$ cat config.mk
export PLATFORM = sky130hd
export DESIGN_NAME = flash_arb
export DESIGN_NICKNAME = d
export VERILOG_FILES = /design/src/rtl/flash_arb.sv
export SDC_FILE = /design/constraint.sdc
export NUM_CORES = 1
export LEC_CHECK = 0
export BUFFER_PORTS_ARGS = -buffer_cell sky130_fd_sc_hd__buf_2
export CAP_MARGIN = 20
export CORE_AREA = 2 2 104 106
export CTS_CLUSTER_SIZE = 14
export DETAILED_ROUTE_END_ITERATION = 10
export DIE_AREA = 0 0 106 108
export PLACE_DENSITY = 0.86
export RECOVER_POWER = 50
export REMOVE_ABC_BUFFERS = 1
export SLEW_MARGIN = 25
export SYNTH_ARGS = -nofsm -noshare
export SYNTH_HDL_FRONTEND = slang
export SYNTH_SLANG_ARGS = --single-unit
$ cat constraint.sdc
create_clock -name sys_clk -period 2.9 [get_ports sys_clk]
set_input_delay 0.145 -clock sys_clk [delete_from_list [all_inputs] [get_ports sys_clk]]
set_output_delay 0.145 -clock sys_clk [all_outputs]
set_load 0.005 [all_outputs]
$ cat src/rtl/flash_arb.sv
// Two-requester arbiter in front of a single flash read port, with a boot-only lock,
// round-robin fairness, a busy-cycle watchdog and a saturating timeout counter.
module flash_arb #(
  parameter int unsigned TIMEOUT_CYC = 256,
  parameter logic [31:0] ERR_DATA    = 32'hDEAD_BEEF
) (
  input  logic        sys_clk,
  input  logic        sys_rst,
  input  logic        boot_done,
  input  logic        r0_cycle,
  input  logic [31:0] r0_addr,
  output logic        r0_ack,
  output logic [31:0] r0_data,
  input  logic        r1_cycle,
  input  logic [31:0] r1_addr,
  output logic        r1_ack,
  output logic [31:0] r1_data,
  output logic        fl_cycle,
  output logic [31:0] fl_addr,
  input  logic        fl_ack,
  input  logic [31:0] fl_data,
  output logic [1:0]  grant,
  output logic        timeout_err,
  output logic [7:0]  err_cnt
);

  localparam logic [1:0] IDLE    = 2'd0;
  localparam logic [1:0] BUSY    = 2'd1;
  localparam logic [1:0] RELEASE = 2'd2;

  localparam logic [15:0] TmoLast = 16'(TIMEOUT_CYC - 1);

  logic [1:0]  state_q, state_d;
  logic        last_grant_q, last_grant_d;
  logic [15:0] tmo_cnt_q, tmo_cnt_d;
  logic        fl_cycle_q, fl_cycle_d;
  logic [31:0] fl_addr_q, fl_addr_d;
  logic [1:0]  grant_q, grant_d;
  logic        r0_ack_q, r0_ack_d;
  logic [31:0] r0_data_q, r0_data_d;
  logic        r1_ack_q, r1_ack_d;
  logic [31:0] r1_data_q, r1_data_d;
  logic        timeout_err_q, timeout_err_d;
  logic [7:0]  err_cnt_q, err_cnt_d;

  logic        pick_r0, pick_r1;
  logic        tmo_hit;
  logic        rsp_fire;
  logic [31:0] rsp_data;

  // r1 wins a contested slot only after boot and only if r0 went last.
  assign pick_r0 = r0_cycle & (~boot_done | ~r1_cycle | last_grant_q);
  assign pick_r1 = ~pick_r0 & r1_cycle & boot_done;

  // A real ack always beats a watchdog expiry on the same edge.
  assign tmo_hit  = (state_q == BUSY) & ~fl_ack & (tmo_cnt_q == TmoLast);
  assign rsp_fire = (state_q == BUSY) & (fl_ack | tmo_hit);
  assign rsp_data = fl_ack ? fl_data : ERR_DATA;

  always_comb begin
    state_d       = state_q;
    last_grant_d  = last_grant_q;
    tmo_cnt_d     = tmo_cnt_q;
    fl_cycle_d    = fl_cycle_q;
    fl_addr_d     = fl_addr_q;
    grant_d       = grant_q;
    r0_ack_d      = 1'b0;
    r0_data_d     = r0_data_q;
    r1_ack_d      = 1'b0;
    r1_data_d     = r1_data_q;
    timeout_err_d = 1'b0;
    err_cnt_d     = err_cnt_q;

    unique case (state_q)
      IDLE: begin
        if (pick_r0 || pick_r1) begin
          grant_d      = pick_r0 ? 2'b01 : 2'b10;
          fl_addr_d    = pick_r0 ? r0_addr : r1_addr;
          fl_cycle_d   = 1'b1;
          last_grant_d = pick_r1;
          tmo_cnt_d    = 16'd0;
          state_d      = BUSY;
        end
      end
      BUSY: begin
        if (rsp_fire) begin
          fl_cycle_d = 1'b0;
          state_d    = RELEASE;
          if (grant_q[0]) begin
            r0_ack_d  = 1'b1;
            r0_data_d = rsp_data;
          end
          if (grant_q[1]) begin
            r1_ack_d  = 1'b1;
            r1_data_d = rsp_data;
          end
          if (tmo_hit) begin
            timeout_err_d = 1'b1;
            if (err_cnt_q != 8'hFF) begin
              err_cnt_d = err_cnt_q + 8'd1;
            end
          end
        end else begin
          tmo_cnt_d = tmo_cnt_q + 16'd1;
        end
      end
      RELEASE: begin
        // Lets the requester's dropped cycle be seen before the next arbitration.
        grant_d = 2'b00;
        state_d = IDLE;
      end
      default: begin
        grant_d    = 2'b00;
        fl_cycle_d = 1'b0;
        state_d    = IDLE;
      end
    endcase
  end

  always_ff @(posedge sys_clk) begin
    if (sys_rst) begin
      state_q       <= IDLE;
      last_grant_q  <= 1'b1;
      tmo_cnt_q     <= 16'd0;
      fl_cycle_q    <= 1'b0;
      fl_addr_q     <= 32'd0;
      grant_q       <= 2'b00;
      r0_ack_q      <= 1'b0;
      r0_data_q     <= 32'd0;
      r1_ack_q      <= 1'b0;
      r1_data_q     <= 32'd0;
      timeout_err_q <= 1'b0;
      err_cnt_q     <= 8'd0;
    end else begin
      state_q       <= state_d;
      last_grant_q  <= last_grant_d;
      tmo_cnt_q     <= tmo_cnt_d;
      fl_cycle_q    <= fl_cycle_d;
      fl_addr_q     <= fl_addr_d;
      grant_q       <= grant_d;
      r0_ack_q      <= r0_ack_d;
      r0_data_q     <= r0_data_d;
      r1_ack_q      <= r1_ack_d;
      r1_data_q     <= r1_data_d;
      timeout_err_q <= timeout_err_d;
      err_cnt_q     <= err_cnt_d;
    end
  end

  assign fl_cycle    = fl_cycle_q;
  assign fl_addr     = fl_addr_q;
  assign grant       = grant_q;
  assign r0_ack      = r0_ack_q;
  assign r0_data     = r0_data_q;
  assign r1_ack      = r1_ack_q;
  assign r1_data     = r1_data_q;
  assign timeout_err = timeout_err_q;
  assign err_cnt     = err_cnt_q;

endmodule

Word-level counts from Yosys, hierarchy flattened --
Index checks and enable logic that the tools add are counted. Widths: inputs -> output; s select.
Storage, ports and cells: flip-flop bits (word level) 129, input port bits 102, logic and storage cells 66
Operators by class: add/subtract/negate cells 2, equality and inequality tests 7, multiplexer cells 17, bitwise logic cells 16, reductions and logical operators 12
Operators with widths (number):
- $mux 32 | 2
- $mux 16 | 2
- $pmux 16 s2 | 1
- $add 16x1->16 const B | 1
- $eq 16x8->1 const B | 1
- $reduce_and 3->1 | 4
- $add 8x1->8 const B | 1
- $mux 2 | 4
- $ne 8x8->1 const B | 1
- $pmux 2 s2 | 2
- $not 1->1 | 7
- $and 1x1->1 | 6
- $ne 2x2->1 const B | 3
- $reduce_and 2->1 | 3
- $mux 1 | 5
- $reduce_and 4->1 | 1
- $or 1x1->1 | 3
- $pmux 1 s3 | 1
- $reduce_or 3->1 | 1
- $eq 2x1->1 const B | 1
- $eq 2x2->1 const B | 1
- $logic_not 2->1 | 1
- $reduce_bool 2->1 | 1
- $logic_or 1x1->1 | 1

Logic depth before layout (Yosys ltp) --
Gate-level depths: netlist of the first run.
word-level depth 10, gate-level depth with buffers 8

Worst setup path before layout of the first run --
OpenSTA, ideal clock, no wires.
kind flip-flop to flip-flop, start point register tmo_cnt_q[0], end point register tmo_cnt_q[10], data arrival time 1795 ps, required time 2826 ps, setup slack 1031 ps, cell stages (with the launch flop) 8, path buffers 1, clock period less this slack 1869 ps, cell sequence dfxtp_1 -> ha_1 -> and3_1 -> and2_1 -> clkbuf_1 -> nand2_1 -> or4_1 -> o21ai_0
Between the ends: longest elaborated chain between the ends 6, elaborated cells on any way between the ends 9, classes of those cells 1 x add/sub; 2 x eq/ne; 2 x mux; 3 x bitwise; 1 x reduce/logical
RTL lines:
- start: declaration | RTL line 35 | logic [15:0] tmo_cnt_q, tmo_cnt_d;
- start signal: assignment | RTL line 137 | tmo_cnt_q <= tmo_cnt_d;
- parallel branches: the longest is 6 deep, another holds $add 16x1->16
Several ways; the timed one is not identified. The select of a mux whose other input is x is not followed. A chain may end at the register's enable or synchronous reset.

Final worst setup path of the first run --
start point register state_q[1], end point register fl_addr_q[8] (netlist: fl_addr[8])
Between the ends: longest elaborated chain between the ends 2
RTL lines:
- start: declaration | RTL line 33 | logic [1:0] state_q, state_d;
- start signal: assignment | RTL line 135 | state_q <= state_d;
- $logic_not 2->1 | RTL line 74 | unique case (state_q)
- $reduce_and 2->1 (no line)
- end signal: assignment | RTL line 139 | fl_addr_q <= fl_addr_d;
- end: declaration | RTL line 37 | logic [31:0] fl_addr_q, fl_addr_d;
No other way between the ends.

==> key figures, run 1 <==
Floorplanning
  – Die height: 108 µm
  – Row count: 37
  – Total core area: 10200 µm²
  – Die area: 11400 µm²
  – Die X: about 110 µm
  – Initial core utilization: 50.9%
  – IO Pins: 212

Worst hold path
  – Class of the worst hold path: in -> reg
  – Hold path depth: 3
  – Hold Path End: fl_addr[5]
  – Min-delay src: r0_addr[5]

Final layout
  – Most common cell after layout, fill and taps aside: nor2_1
  – Register area: between 2000 and 3000 µm²
  – Most frequent cells in the layout: nor2_1, dfxtp_1, buf_2
  – Syn-to-layout area delta: 46.2%
  – Final core occ: 74.4%
  – Final Cell Area: about 7600 µm²
  – Fraction of layout cells with a size suffix above 1: 19.7%
  – Multi-input logic area: 2430 µm²
  – Filler cell count: approximately 710
  – Nets: 985

STA
  – Final Cycle Share: 79.8%
  – Hold Vio Cnt, Final: 0
  – Max_slew headroom: -0.783%
  – Clock Skews: between 0.015 and 0.02 ns
  – Post-route minimum period: 2.32 ns
  – Fmax: 0.432 GHz
  – Max Slew Vio Count: 77
  – RSZ-0062 raised after global routing: false
  – Worst-margin pin slew: between 1.5 and 2 ns
  – Setup violators final: 0
  – Final setup margin: 0.585 ns
  – Hold slack: 0.00695 ns

Pwr
  – Pwr Total: 4480 µW
  – Int Pwr: 3220 µW
  – Leakage: approximately 0.0031 µW
  – Switch share: between 20% and 30%
  – Clock power frac: about 46%
  – Peak VDD IR: around 340 µV
  – Switching power total: between 1000 and 1500 µW
  – Logic pwr share: 12.1%
  – Power per cell area: 588 nW/µm²
  – Seq pwr share: a little over two fifths

Critical path
  – Crit path required time: approximately 3.3 ns
  – Reg-to-reg endpoint: fl_addr[8]
  – R2r worst-path depth: 4
  – Kind of critical path: reg -> reg
  – Setup crit start kind: flip-flop
  – R2R Path Start: state_q[1]
  – CP endpoint kind: flip-flop
  – CP Max Fanout: 64
  – WP data arrival: 2.72 ns
  – FF-to-FF setup slack: 0.58 ns

GRT
  – Largest net degree at the start of global routing: 77
  – Grt total ovfl: 0
  – Initial antenna violation count: 1
  – Vias in the first global route: ~5600
  – First-pass GRT wire length: 27000 µm
  – Overall Global Routing Usage: just under 30%

Clocking
  – Root Driver: clkbuf_8
  – Worst skew pair latency: 0.53 ns
  – CTS Buf Count: 17
  – CTS tree: done
  – Clock sink total: 129
  – Clock transition at path regs: ~0.070 ns
  – Resized Gates After CTS: 0
  – Max clock buf depth: 2
  – H-tree Lvls: 4

Routing
  – Vias: 5694
  – Vias per cell: 5.52
  – Post-Route WL: between 15000 and 20000 µm
  – DRC: 0
  – Antenna Violating Nets Remaining: 0
  – First DRT Iteration DRCs: 433
  – Drt pass-1 iters: 5
  – DR WL/cell: around 16 µm

Yosys
  – Yosys top cell area share: 49.6%
  – Ys Warns: 0
  – Register bit total from synthesis: 129
  – Avg Inst Size Synth: approximately 8.6 µm²
  – Syn Inst Count: approximately 600
  – Seq/Total Area, Yosys: 49.6%
  – Synthesized area: roughly 5200 µm²
  – Top post-synthesis cells by area: dfxtp_1, nor2_1, mux2i_1
  – Post-synthesis cell type count: 42
  – Largest area contributor in the netlist: dfxtp_1

Placement
  – RePlAce Congestion: 0.897
  – Placed cell area: 6310 µm²
  – Post-place setup slack: 0.667 ns
  – Port buffer count: 211
  – Post-DP HPWL: 9680 µm

Flow run
  – Total of max-cap violations: 1

Status
  – Status: finished with violations
  – Failing checks: max-capacitance violations, max-slew violations
metrics by stage:
step                      std cells  setup TNS (ns)
after global routing           1031               0
after detailed placement        914               0
final                          1031               0
after CTS                      1030               0
after global placement          914               0
after floorplan                 560           -9.72
critical path, stage by stage, from the launching register on:
cell	delay, ns
dfxtp_1	0.42
nor3_4	0.38
clkbuf_2	0.96
nor2_1	0.11
a211oi_1	0.29
cell type report:
| cell class | count | share of cell area [%] |
|---|---|---|
| Antenna cell | 1 | 0.0329 |
| Clock inverter | 15 | 2.10 |
| Timing Repair Buffer | 302 | 24.2 |
| Multi-Input combinational cell | 429 | 32.0 |
| Inverter | 2 | 0.0986 |
| Tap cell | 136 | 2.24 |
| Clock buffer | 17 | 5.44 |
| Sequential cell | 129 | 33.9 |
routing by layer:
| metal | part of all wire [%] | GRT usage [%] | wire [µm] |
|---|---|---|---|
| met1 | 36 | 31.8 | 6200 |
| met2 | 51 | 51.8 | 8650 |
| met3 | 6.6 | 7.96 | 1120 |
| met4 | 6.2 | 18.5 | 1050 |
| met5 | 0 | 0 | 0 |
worst max-delay path by stage:
stage / start / slack, ns / cells after the start / to
final: state_q[1] / 0.58 / 4 / fl_addr[8]
after global routing: state_q[1] / 0.37 / 4 / fl_addr[1]
after CTS: tmo_cnt_q[0] / 0.66 / 6 / tmo_cnt_q[15]
after detailed placement: tmo_cnt_q[0] / 0.67 / 6 / tmo_cnt_q[15]
after global placement: tmo_cnt_q[0] / 0.80 / 6 / tmo_cnt_q[15]
after floorplan: state_q[1] / -0.61 / 4 / tmo_cnt_q[10]
logic make-up after synthesis:
group	synth area share [%]
buffers and inverters	3.99
DFF	49.6
and+or+nand+nor	25.7
muxes	6.54
xor gates and xnor gates	1.18
AOI/OAI and AO/OA	12.6
adders and majority gates	0.480
power by group through the flow:
stage | combinational, µW | clock (µW) | sequential, µW
3_5_place_dp | 424 | 0 | 1930
5_1_grt | 590 | 2130 | 1910
6_report | 542 | 2040 | 1900
3_3_place_gp | 417 | 0 | 1930
4_1_cts | 527 | 2050 | 1890
2_1_floorplan | 202 | 0 | 1930
Yosys cell counts:
master	n
nor2b_1	1
a211oi_1	34
o21ai_1	2
a21oi_1	13
and2_2	1
a31oi_1	4
buf_1	3
clkbuf_1	26
ha_1	2
nand4_2	1
nor3b_2	1
nand3_1	13
nor3_2	1
inv_1	2
xnor2_1	7
a211o_1	1
o21ai_0	21
or4_1	4
a41o_1	1
nor3_4	1
nor4_4	1
and4_1	3
nand2_1	13
a211oi_2	2
mux2i_1	34
and3_1	9
and2_1	2
nand2b_1	4
buf_2	7
buf_6	1
a22oi_1	16
dfxtp_1	129
nor4_2	1
nor3_1	54
nor4_1	4
buf_4	6
or3_1	1
nand4_1	6
o31ai_1	3
nor2_1	165
nand3b_1	2
o21a_1	1
state kept, by name (all words and copies together) (netlist names):
name          count
fl_addr          32
r0_data          32
r1_data          32
tmo_cnt_q        16
err_cnt           8
grant             2
state_q           2
fl_cycle          1
last_grant_q      1
r0_ack            1
r1_ack            1
timeout_err       1
timing repair:
action | in CTS | in global routing
buffers inserted | 0 | 0
endpoints found under the hold margin | 91 | 0
hold buffers | 84 | 0
No activity file was read; power rests on OpenSTA's default activity.
==> run 2, diff against run 1 <==
- ABC_AREA: default -> 1
- CORE_AREA: 2 2 104 106 -> 2 2 120 122
- DIE_AREA: 0 0 106 108 -> 0 0 122 124
- PLACE_DENSITY: 0.86 -> 0.78
- clock period: 2.9 -> 1.9 ns (I/O delays scaled with it)
==> key figures, run 2 <==
Flow run
  – Total of max-cap violations: 0

Worst hold path
  – Min-delay src: r0_addr[1]
  – Hold path depth: 5
  – Class of the worst hold path: in -> reg

GRT
  – Largest net degree at the start of global routing: 62
  – Initial antenna violation count: 0
  – Vias in the first global route: approximately 5700
  – Grt total ovfl: 0
  – First-pass GRT wire length: 26500 µm
  – Overall Global Routing Usage: 21.8%

STA
  – Max Slew Vio Count: 0
  – Worst-margin pin slew: roughly 0.56 ns
  – Hold Vio Cnt, Final: 0
  – Setup violators final: 0
  – RSZ-0062 raised after global routing: false
  – Final Cycle Share: roughly nine tenths
  – Max_slew headroom: 62.7%
  – Fmax: 0.573 GHz
  – Post-route minimum period: 1.75 ns
  – Clock Skews: 0.00898 ns

Critical path
  – Setup crit start kind: flip-flop
  – WP data arrival: 1.65 ns
  – R2r worst-path depth: 11
  – Crit path required time: around 1.8 ns
  – R2R Path Start: tmo_cnt_q[1]
  – CP endpoint kind: output pin
  – CP Max Fanout: 24
  – Worst setup path start: grant[1]
  – Kind of critical path: reg -> out

Pwr
  – Switch share: a little over a quarter
  – Power per cell area: 862 nW/µm²
  – Seq pwr share: between 40% and 50%
  – Leakage: 0.00370 µW
  – Switching power total: 1830 µW
  – Int Pwr: 5060 µW
  – Clock power frac: 44.8%
  – Peak VDD IR: 600 µV
  – Logic pwr share: between 10% and 20%

Yosys
  – Largest area contributor in the netlist: dfxtp_1
  – Synthesized area: 6070 µm²
  – Top post-synthesis cells by area: dfxtp_1, nand2_1, inv_1
  – Post-synthesis cell type count: 30
  – Register bit total from synthesis: approximately 130
  – Post-synth EDFFs: 0
  – Syn Inst Count: 886
  – Async set-reset flop share out of synthesis: 0%
  – Avg Inst Size Synth: 6.85 µm²
  – Count leader, synth: nand2_1
  – Ys Warns: 0
  – Seq/Total Area, Yosys: a little over two fifths
  – Most common flop cell mapped by yosys: dfxtp_1
  – Most frequent cells after synthesis: nand2_1, inv_1, dfxtp_1
  – Yosys top cell area share: between 40% and 50%

Clocking
  – Worst skew pair latency: 0.41 ns
  – Max clock buf depth: 2
  – Clock transition at path regs: 0.06 ns
  – H-tree Lvls: 4
  – CTS tree: done
  – Root Driver: clkbuf_16
  – Clock sink total: 129
  – CTS Buf Count: 17

Status
  – Status: finished, final reports clean

Routing
  – Post-Route WL: 16900 µm
  – Vias: ~6500
  – Vias per cell: 5.01
  – DR WL/cell: 13.1 µm
  – DRC: 0
  – Antenna Violating Nets Remaining: 0
  – Drt pass-1 iters: 5
  – First DRT Iteration DRCs: 458

Placement
  – RePlAce Congestion: between 0.8 and 0.9
  – Placed cells: 1241
  – Port buffer count: 211
  – Post-DP HPWL: 11100 µm

Floorplanning
  – Die X: between 100 and 150 µm
  – Die area: 15100 µm²
  – Row count: 43
  – Die height: approximately 120 µm
  – Total core area: 13700 µm²
  – IO Pins: 212
  – Initial core utilization: 44.3%

Final layout
  – Nets: 1202
  – N_diodes: 0
  – Most common cell after layout, fill and taps aside: nand2_1
  – Final Non-Filler Cells: 1290
  – Final core occ: 58.2%
  – Syn-to-layout area delta: 31.5%
  – Fraction of layout cells with a size suffix above 1: a little under a fifth
  – Most frequent cells in the layout: nand2_1, buf_2, inv_1
run 2: kinds of logic after synthesis:
kind of cell | synth area share, %
xor gates and xnor gates | 0.721
buffers and inverters | 12.6
adders and majority gates | 0.412
DFF | 42.5
and+or+nand+nor | 31.0
AOI/OAI and AO/OA | 12.7
run 2: layer usage:
layer	up-vias	part of all wire (%)	wire (µm)	GRT usage, %
li1	3280	-	-	-
met1	2911	43	7310	27.1
met2	237	47	7910	35.2
met3	41	6.8	1150	6.14
met4	0	2.9	482	9.70
met5	-	0	0	0
run 2: power groups by stage:
| stage | clock network (µW) | registers (µW) | logic [µW] |
|---|---|---|---|
| after floorplan | 0 | 2970 | 441 |
| after global placement | 0 | 2950 | 883 |
| after detailed placement | 0 | 2950 | 891 |
| after CTS | 3130 | 2890 | 922 |
| after global routing | 3270 | 2910 | 1020 |
| final | 3080 | 2900 | 907 |
run 2: cell type report:
class / count / area (µm²)
Fill cell: 1320 / 5730
Sequential cell: 129 / 2580
Timing Repair Buffer: 250 / 1360
Multi-Input combinational cell: 566 / 2750
Tap cell: 180 / 225
Clock inverter: 11 / 106
Inverter: 134 / 504
Clock buffer: 20 / 457
run 2: path summary, 6_finish.rpt:
kind / end / slack (ns)
worst max-delay path: grant[1] / 0.15
worst min-delay path: fl_addr[1] / 0.01
worst max register to register: r1_data[4] / 0.18
worst min register to register: r1_data[7] / 0.45
run 2: per-stage QoR:
stage	TNS [ns]	setup slack [ns]	power (µW)	area (µm²)	hold slack, ns
6_report	0	0.153	6880	7990	0.0113
5_1_grt	0	0.0254	7190	7990	0.0272
4_1_cts	0	0.0376	6940	8070	0.000295
3_5_place_dp	0	0.0420	3840	7330	0.424
3_3_place_gp	0	0.111	3830	7330	0.416
2_1_floorplan	-55.12	-0.784	3410	5810	0.164
run 2: repair_timing:
| item | in CTS | in global routing |
|---|---|---|
| hold buffers | 18 | 0 |
| endpoints found under the setup margin | 0 | 64 |
| setup buffers | 0 | 0 |
| resized for setup | 0 | 6 |
| hold endpoints to repair | 18 | 0 |
run 2: worst max-delay path, cell delays in order, from the launching register on:
cell and delay (ns):
dfxtp_1 0.61, clkbuf_4 0.45, buf_2 0.18
